===== src/rtl/npc_pkg.sv =====
// Shared opcode constants, FSM/immediate/ALU enums and decode helpers for the npc_mc core.
package npc_pkg;

  localparam logic [6:0] OP_IMM = 7'b0010011;
  localparam logic [6:0] OP     = 7'b0110011;
  localparam logic [6:0] LUI    = 7'b0110111;
  localparam logic [6:0] AUIPC  = 7'b0010111;
  localparam logic [6:0] JAL    = 7'b1101111;
  localparam logic [6:0] JALR   = 7'b1100111;
  localparam logic [6:0] SYSTEM = 7'b1110011;

  localparam logic [31:0] EBREAK_INST = 32'h0010_0073;

  typedef enum logic [2:0] {S_FETCH, S_DECODE, S_EXEC, S_WB, S_HALT} state_t;
  typedef enum logic [1:0] {IMM_I, IMM_S, IMM_U, IMM_J} imm_t;
  typedef enum logic [1:0] {ALU_ADD, ALU_SUB, ALU_PASSB} alu_op_t;

  function automatic logic [31:0] gen_imm(input logic [31:0] i, input imm_t t);
    case (t)
      IMM_I:   return {{20{i[31]}}, i[31:20]};
      IMM_S:   return {{20{i[31]}}, i[31:25], i[11:7]};
      IMM_U:   return {i[31:12], 12'b0};
      IMM_J:   return {{11{i[31]}}, i[31], i[19:12], i[20], i[30:21], 1'b0};
      default: return {{20{i[31]}}, i[31:20]};
    endcase
  endfunction

  function automatic logic idx_ok(input logic [4:0] f, input int n);
    return int'(f) < n;
  endfunction

endpackage


===== src/rtl/npc_regfile.sv =====
// GPR file: two combinational read ports, a debug read port, one synchronous write port.
module npc_regfile #(
  parameter  int NR_REGS = 32,
  localparam int AW      = $clog2(NR_REGS)
) (
  input  logic          clk,
  input  logic          rst,
  input  logic [AW-1:0] ra1,
  output logic [31:0]   rd1,
  input  logic [AW-1:0] ra2,
  output logic [31:0]   rd2,
  input  logic [4:0]    dbg_ra,
  output logic [31:0]   dbg_rd,
  input  logic          we,
  input  logic [AW-1:0] wa,
  input  logic [31:0]   wd
);

  logic [31:0] regs [NR_REGS];

  assign rd1    = (ra1 == '0) ? '0 : regs[ra1];
  assign rd2    = (ra2 == '0) ? '0 : regs[ra2];
  assign dbg_rd = (dbg_ra == '0 || int'(dbg_ra) >= NR_REGS) ? '0 : regs[dbg_ra[AW-1:0]];

  always_ff @(posedge clk) begin
    if (rst) begin
      for (int unsigned i = 0; i < NR_REGS; i++) regs[AW'(i)] <= '0;
    end else if (we && wa != '0) begin
      regs[wa] <= wd;
    end
  end

endmodule


===== src/rtl/npc_mc.sv =====
// Multi-cycle RV32I-subset core: FETCH/DECODE/EXEC/WB with halt/trap.
// NPC_MC_COMMIT_TRACE_EN adds the commit_valid/commit_pc/commit_inst trace outputs.
module npc_mc
  import npc_pkg::*;
#(
  parameter logic [31:0] RESET_PC = 32'h8000_0000,
  parameter int          NR_REGS  = 32,
  parameter int          REG_AW   = $clog2(NR_REGS)
) (
  input  logic        clk,
  input  logic        rst,
  output logic        ifetch_req,
  output logic [31:0] ifetch_addr,
  input  logic        ifetch_valid,
  input  logic [31:0] ifetch_inst,
  output logic [31:0] pc,
  output logic        halt,
  output logic        trap,
  input  logic [4:0]  dbg_raddr,
  output logic [31:0] dbg_rdata
`ifdef NPC_MC_COMMIT_TRACE_EN
  ,
  output logic        commit_valid,
  output logic [31:0] commit_pc,
  output logic [31:0] commit_inst
`endif
);

  state_t      state, state_nx;
  logic [31:0] pc_q, inst_q, op_a, op_b, res_q, npc_q;
  logic        trap_q, trap_set, rf_we;
  logic [31:0] rs1_val, rs2_val, imm, alu_out;

  logic [6:0] opcode, f7;
  logic [4:0] rd_f, rs1_f, rs2_f;
  logic [2:0] f3;
  assign opcode = inst_q[6:0];
  assign rd_f   = inst_q[11:7];
  assign f3     = inst_q[14:12];
  assign rs1_f  = inst_q[19:15];
  assign rs2_f  = inst_q[24:20];
  assign f7     = inst_q[31:25];

  imm_t    imm_sel;
  alu_op_t alu_op;
  logic    illegal, use_pc, use_imm, is_jump, is_ebreak, wen;

  // Decode is derived from inst_q, which stays stable from DECODE through WB.
  always_comb begin
    illegal   = 1'b1;
    imm_sel   = IMM_I;
    alu_op    = ALU_ADD;
    use_pc    = 1'b0;
    use_imm   = 1'b1;
    is_jump   = 1'b0;
    is_ebreak = 1'b0;
    wen       = 1'b0;
    case (opcode)
      OP_IMM: if (f3 == 3'b000 && idx_ok(rd_f, NR_REGS) && idx_ok(rs1_f, NR_REGS)) begin
        illegal = 1'b0;
        wen     = 1'b1;
      end
      OP: if (f3 == 3'b000 && (f7 == 7'b0000000 || f7 == 7'b0100000) &&
              idx_ok(rd_f, NR_REGS) && idx_ok(rs1_f, NR_REGS) && idx_ok(rs2_f, NR_REGS)) begin
        illegal = 1'b0;
        use_imm = 1'b0;
        alu_op  = f7[5] ? ALU_SUB : ALU_ADD;
        wen     = 1'b1;
      end
      LUI: if (idx_ok(rd_f, NR_REGS)) begin
        illegal = 1'b0;
        imm_sel = IMM_U;
        alu_op  = ALU_PASSB;
        wen     = 1'b1;
      end
      AUIPC: if (idx_ok(rd_f, NR_REGS)) begin
        illegal = 1'b0;
        imm_sel = IMM_U;
        use_pc  = 1'b1;
        wen     = 1'b1;
      end
      JAL: if (idx_ok(rd_f, NR_REGS)) begin
        illegal = 1'b0;
        imm_sel = IMM_J;
        use_pc  = 1'b1;
        is_jump = 1'b1;
        wen     = 1'b1;
      end
      JALR: if (f3 == 3'b000 && idx_ok(rd_f, NR_REGS) && idx_ok(rs1_f, NR_REGS)) begin
        illegal = 1'b0;
        is_jump = 1'b1;
        wen     = 1'b1;
      end
      SYSTEM: if (inst_q == EBREAK_INST) begin
        illegal   = 1'b0;
        is_ebreak = 1'b1;
      end
      default: ;
    endcase
  end

  assign imm = gen_imm(inst_q, imm_sel);

  always_comb begin
    case (alu_op)
      ALU_SUB:   alu_out = op_a - op_b;
      ALU_PASSB: alu_out = op_b;
      default:   alu_out = op_a + op_b;
    endcase
  end

  npc_regfile #(.NR_REGS(NR_REGS)) u_rf (
    .clk    (clk),
    .rst    (rst),
    .ra1    (rs1_f[REG_AW-1:0]),
    .rd1    (rs1_val),
    .ra2    (rs2_f[REG_AW-1:0]),
    .rd2    (rs2_val),
    .dbg_ra (dbg_raddr),
    .dbg_rd (dbg_rdata),
    .we     (rf_we),
    .wa     (rd_f[REG_AW-1:0]),
    .wd     (res_q)
  );

  always_ff @(posedge clk) begin
    if (rst) state <= S_FETCH;
    else     state <= state_nx;
  end

  always_comb begin
    state_nx   = state;
    ifetch_req = 1'b0;
    trap_set   = 1'b0;
    rf_we      = 1'b0;
    case (state)
      S_FETCH: begin
        ifetch_req = 1'b1;
        if (ifetch_valid) state_nx = S_DECODE;
      end
      S_DECODE: begin
        if (illegal) begin
          state_nx = S_HALT;
          trap_set = 1'b1;
        end else begin
          state_nx = S_EXEC;
        end
      end
      S_EXEC: begin
        if (is_jump && alu_out[1]) begin
          state_nx = S_HALT;
          trap_set = 1'b1;
        end else begin
          state_nx = S_WB;
        end
      end
      S_WB: begin
        if (is_ebreak) begin
          state_nx = S_HALT;
        end else begin
          rf_we    = wen;
          state_nx = S_FETCH;
        end
      end
      S_HALT:  state_nx = S_HALT;
      default: state_nx = S_HALT;
    endcase
  end

  // Jumps route their target through the ALU (base + imm); the link value is pc+4.
  always_ff @(posedge clk) begin
    if (rst) begin
      pc_q   <= RESET_PC;
      inst_q <= '0;
      op_a   <= '0;
      op_b   <= '0;
      res_q  <= '0;
      npc_q  <= '0;
      trap_q <= 1'b0;
    end else begin
      if (state == S_FETCH && ifetch_valid) inst_q <= ifetch_inst;
      if (state == S_DECODE) begin
        op_a <= use_pc ? pc_q : rs1_val;
        op_b <= use_imm ? imm : rs2_val;
      end
      if (state == S_EXEC) begin
        res_q <= is_jump ? pc_q + 32'd4 : alu_out;
        npc_q <= is_jump ? {alu_out[31:1], 1'b0} : pc_q + 32'd4;
      end
      if (state == S_WB && !is_ebreak) pc_q <= npc_q;
      if (trap_set) trap_q <= 1'b1;
    end
  end

  assign pc          = pc_q;
  assign ifetch_addr = pc_q;
  assign halt        = (state == S_HALT);
  assign trap        = trap_q;

`ifdef NPC_MC_COMMIT_TRACE_EN
  assign commit_valid = (state == S_WB);
  assign commit_pc    = pc_q;
  assign commit_inst  = inst_q;
`endif

endmodule


===== config.mk =====
export PLATFORM = sky130hd
export DESIGN_NAME = npc_mc
export DESIGN_NICKNAME = d
export VERILOG_FILES = /design/src/rtl/npc_pkg.sv /design/src/rtl/npc_regfile.sv /design/src/rtl/npc_mc.sv
export SDC_FILE = /design/constraint.sdc
export NUM_CORES = 2
export LEC_CHECK = 0
export ABC_CLOCK_PERIOD_IN_PS = 5400
export CAP_MARGIN = 15
export CORE_UTILIZATION = 40
export CTS_BUF_LIST = sky130_fd_sc_hd__clkbuf_4 sky130_fd_sc_hd__clkbuf_8
export CTS_CLUSTER_SIZE = 30
export DETAILED_ROUTE_END_ITERATION = 8
export PLACE_DENSITY = 0.55
export SYNTH_ARGS = -nofsm -noshare
export SYNTH_HDL_FRONTEND = slang
export SYNTH_SLANG_ARGS = --single-unit

===== constraint.sdc =====
create_clock -name clk -period 5.4 [get_ports clk]
set_input_delay 0.54 -clock clk [delete_from_list [all_inputs] [get_ports clk]]
set_output_delay 0.54 -clock clk [all_outputs]
set_load 0.01 [all_outputs]

==> flow_results.org <==
** Timing
- The final number of max-transition violations came to 0.
- Unrepaired setup endpoints after global routing :: no
- Hold is met by 0.1020 ns.
- Summed over all failing endpoints, the final setup total negative slack is 0 ns.
- Relative slew slack :: 11.15%
- The worst path in the final design needs a cycle of 4.648 ns, including I/O delays and setup.
- Slew at the pin closest to its max-slew limit :: 1.333 ns
- Based on the critical path, the design can be clocked at up to 215.1 MHz.
- Final Setup Violations :: 0
- Final period util :: between 80% and 90%
- The final hold violation count is 0.
- Clock Skews :: around 0.087 ns

** Power
- Leakage power summed over all cells :: 28.05 nW
- In this run the power spent charging and discharging nets is 7.348 mW.
- Internal power comes to 17.42 mW.
- Per report_power, the clock group accounts for 36.5% of the total.
- In this run switching power makes up just under 30% of total power.
- Pwr dens :: approximately 300 nW/um2
- Part of the total power dissipated in combinational logic :: between 10% and 20%
- In this run, flip-flops and latches consume 44.6% of the power.
- VDD sags by at most 0.0002716 V.
- Power, Total :: 24.77 mW

** Synthesis
- Arithmetic-cell share of the synthesized area counting full adders, half adders and majority gates :: 0.5905%
- Fraction of the mapped netlist area in simple logic gates :: 12.23%
- Xor and xnor area share after synthesis :: 0.9915%
- Mapped Cells :: 5083
- For this run, the leading register cell type out of synthesis is sky130_fd_sc_hd__edfxtp_1.
- Sequential elements use 47.57% of the synthesized area.
- Summing every instance area after synthesis gives 73320 um2.
- Synthesis instantiated between 70 and 80 different standard cells from the library.
- In this run, synthesis inferred 1024 flip-flops with an integrated enable.
- Multiplexer cells account for 31.02% of the synthesized area.
- In this run, synthesis produced a sequential element count of roughly 1200.
- Per-instance average area after synthesis :: roughly 14 um2
- Compound-Gate Fraction of Synth Area :: 4.251%
- Synthesis warning total :: 0
- For this run, asynchronously set or reset flops after synthesis account for 0%.
- After synthesis, the largest family of logic cells by area is multiplexers.

** Critical path
- Measured in cells, the most critical reg-to-reg path has a length of 17.
- Endpoint of the lowest-slack register-to-register path :: res_q[30]
- Critical path data required time :: 6.25 ns
- The startpoint identified for the worst register-to-register timing path is inst_q[13].
- Arrival time at the worst endpoint :: between 5 and 6 ns
- The worst setup path is launched from a flop.
- The critical path starts at inst_q[13].
- In this run the worst path has a maximum fanout of 10.
- The worst setup path is captured at a flop.
- Startpoint-to-endpoint class of the critical path :: reg -> reg
- Setup crit end :: res_q[30]
- Across all register-to-register paths, the minimum setup slack is between 0.7 and 0.8 ns.

** Final layout
- Area delta synth->final :: 12.78%
- Leading cell type in the layout, fill and taps excluded :: sky130_fd_sc_hd__edfxtp_1
- Ratio of cells with drive above 1 in the final layout :: 32.12%
- Final-stage net count :: 5199
- The multi-input combinational cells in the finished layout cover a total of between 30000 and 40000 um2.
- Most frequent cells in the layout :: 1024 x sky130_fd_sc_hd__edfxtp_1, 1001 x sky130_fd_sc_hd__and2_1, 960 x sky130_fd_sc_hd__mux4_2, 247 x sky130_fd_sc_hd__nand2_1, 232 x sky130_fd_sc_hd__clkbuf_8
- Fill cells in the final layout number 15760.
- Non-Filler Instances :: 7701
- Final instance area :: about 83000 um2
- Register area :: 34910 um2

** Die
- The floorplan step set the die width to 430.1 um.
- The initial utilization of the core area, before any placement, comes to 40.43%.
- Core outline area :: ~180000 um2
- In this run the core area contains 156 standard-cell rows.
- Full die area :: 185000 um2
- From bottom edge to top edge, the die measures 430.1 um.
- For this design the top-level I/O count stands at roughly 140.

** Clock network
- The clock passes through at most 3 buffers.
- Clock tree synthesis found a total of 1230 sinks.
- Counting the buffers created by CTS gives 217.
- The later pin in the worst-skew pair is clocked with a latency of 1.04 ns.
- Hold-fix buffer count after cts :: 0
- Number of H-tree levels :: 4
- TritonCTS built the clock tree.
- Clock tree root buffer cell :: sky130_fd_sc_hd__clkbuf_8
- Clock-pin slew was measured on the worst setup and hold paths at around 0.060 ns.
- Once the clock tree was built, the setup fixing pass inserted 0 buffers.
- Post-CTS sizing :: 0

** GRT
- Pin count of the biggest net entering global routing :: 120
- Global routing used 30.74% of the available tracks across all layers.
- Vias in the first global route :: 48700
- Gr ovfl total :: 0
- The number of antenna violations at the first check in global routing is 33.
- The first global-routing pass estimated around 400000 um of wire.

** Detailed routing
- For this run, design rule violations remaining after detail routing come to 0.
- Average wire length per cell after detail routing :: roughly 37 um
- Wire length reported by the detailed router :: 284900 um
- Via density :: 6.507
- The first detailed-routing pass ran for 6 iterations.
- The count of nets left with antenna violations once routing finished came out at 0.
- Via count :: 50110
- The first routing iteration left 6860 violations.

** Status
- Result of the run :: completed

** Placed design
- Summing all placed instances gives a cell area of 78040 um2.
- After legalization and detailed placement, the total HPWL measured 174400 um.
- Cell Count Post-Placement :: slightly above 7000
- Routability-driven placement finished with a final weighted congestion of 0.9077.
- Buffers placed on the I/O ports in this run total 138.

** Run
- Total of max-cap violations :: 0

** Worst hold path
- The tightest min-delay check is of the in -> reg type.
- In this run the most critical hold path is launched from rst.
[state kept, by name (all words and copies together), names as in the netlist, named ones only]
name / cells
u_rf.regs: 1024
ifetch_addr: 32
inst_q: 32
npc_q: 32
op_a: 32
op_b: 32
res_q: 32
state: 3
trap: 1
[metal layers]
metal | vias up | track usage [%] | part of all wire (%)
li1 | 19990 | - | -
met3 | 620 | 7.135 | 11
met2 | 3225 | 47.77 | 46
met4 | 6 | 12.62 | 4.3
met1 | 26270 | 41.56 | 38
met5 | - | 0 | 0.014
[power groups by stage]
stage                     Combinational (mW)  Sequential [mW]  Clock, mW
final                                   4.67             11.1       9.04
after global routing                    4.87             11.1       9.51
after CTS                               4.61             11.0       9.12
after detailed placement                4.59             11.2          0
after global placement                  4.60             11.2          0
after floorplan                         3.03             11.0          0
[cells by family (layout without fill, tap and decap cells)]
family | count (synthesis) | in the layout
flops | 1230 | 1230
fa+ha+maj | 34 | 34
xor+xnor | 83 | 83
simple gates | 1601 | 1601
mux | 1064 | 1064
other cells | 1 | 54
buf+inv | 576 | 771
compound gates | 494 | 494
[cell usage after synthesis (45+ instances only)]
| cell | instances | area share [%] |
|---|---|---|
| sky130_fd_sc_hd__a21oi_1 | 158 | 1.1 |
| sky130_fd_sc_hd__xor2_1 | 46 | 0.55 |
| sky130_fd_sc_hd__mux2_2 | 64 | 0.98 |
| sky130_fd_sc_hd__buf_2 | 81 | 0.55 |
| sky130_fd_sc_hd__clkbuf_1 | 345 | 1.8 |
| sky130_fd_sc_hd__nor2_1 | 190 | 0.97 |
| sky130_fd_sc_hd__mux4_2 | 960 | 29 |
| sky130_fd_sc_hd__buf_1 | 51 | 0.26 |
| sky130_fd_sc_hd__a211oi_1 | 59 | 0.60 |
| sky130_fd_sc_hd__dfxtp_1 | 206 | 5.6 |
| sky130_fd_sc_hd__edfxtp_1 | 1024 | 42 |
| sky130_fd_sc_hd__and2_1 | 1001 | 8.5 |
| sky130_fd_sc_hd__clkbuf_2 | 45 | 0.31 |
| sky130_fd_sc_hd__o21ai_0 | 108 | 0.74 |
| sky130_fd_sc_hd__nand2_1 | 247 | 1.3 |
[through the flow]
step	util (%)	setup WS, ns
finish	45.60	0.7519
floorplan	-	0.8196
CTS	45.48	0.8611
detailed placement	43.04	0.8604
global placement	43.04	0.8512
global route	45.57	0.4894
[worst min path at each step]
stage	endpoint	slack, ns	cells past startpoint
floorplan	npc_q[14]	0.42	2
CTS	ifetch_addr[13]	0.02	2
global placement	npc_q[14]	0.43	2
finish	ifetch_addr[13]	0.10	2
global route	inst_q[1]	0.11	3
detailed placement	npc_q[14]	0.44	2
[area by class of cell]
| type | instances | area share [%] |
|---|---|---|
| flip-flops and latches | 1230 | 42.22 |
| repair buffers | 350 | 4.419 |
| well taps | 2370 | 3.586 |
| inverters | 18 | 0.08323 |
| diodes | 22 | 0.06658 |
| multi-input cells | 3308 | 44.28 |
| clock buffers | 313 | 4.590 |
| clock inverters | 90 | 0.7581 |
[critical path: stages (launching register included)]
cell and delay (ns):
sky130_fd_sc_hd__dfxtp_1 0.32, sky130_fd_sc_hd__nor3_2 0.47, sky130_fd_sc_hd__and3_1 0.29, sky130_fd_sc_hd__nand3_2 0.25
sky130_fd_sc_hd__nor2_1 0.34, sky130_fd_sc_hd__nor2_1 0.09, sky130_fd_sc_hd__xnor2_1 0.14, sky130_fd_sc_hd__ha_1 0.36
sky130_fd_sc_hd__a211oi_1 0.32, sky130_fd_sc_hd__o211ai_1 0.15, sky130_fd_sc_hd__a21oi_1 0.51, sky130_fd_sc_hd__o41ai_1 0.15
sky130_fd_sc_hd__buf_4 0.18, sky130_fd_sc_hd__a21oi_1 0.33, sky130_fd_sc_hd__o21ai_0 0.18, sky130_fd_sc_hd__xor2_1 0.18
sky130_fd_sc_hd__o21ai_0 0.17, sky130_fd_sc_hd__nand2_1 0.07
Power figures use the tool's default switching activity.
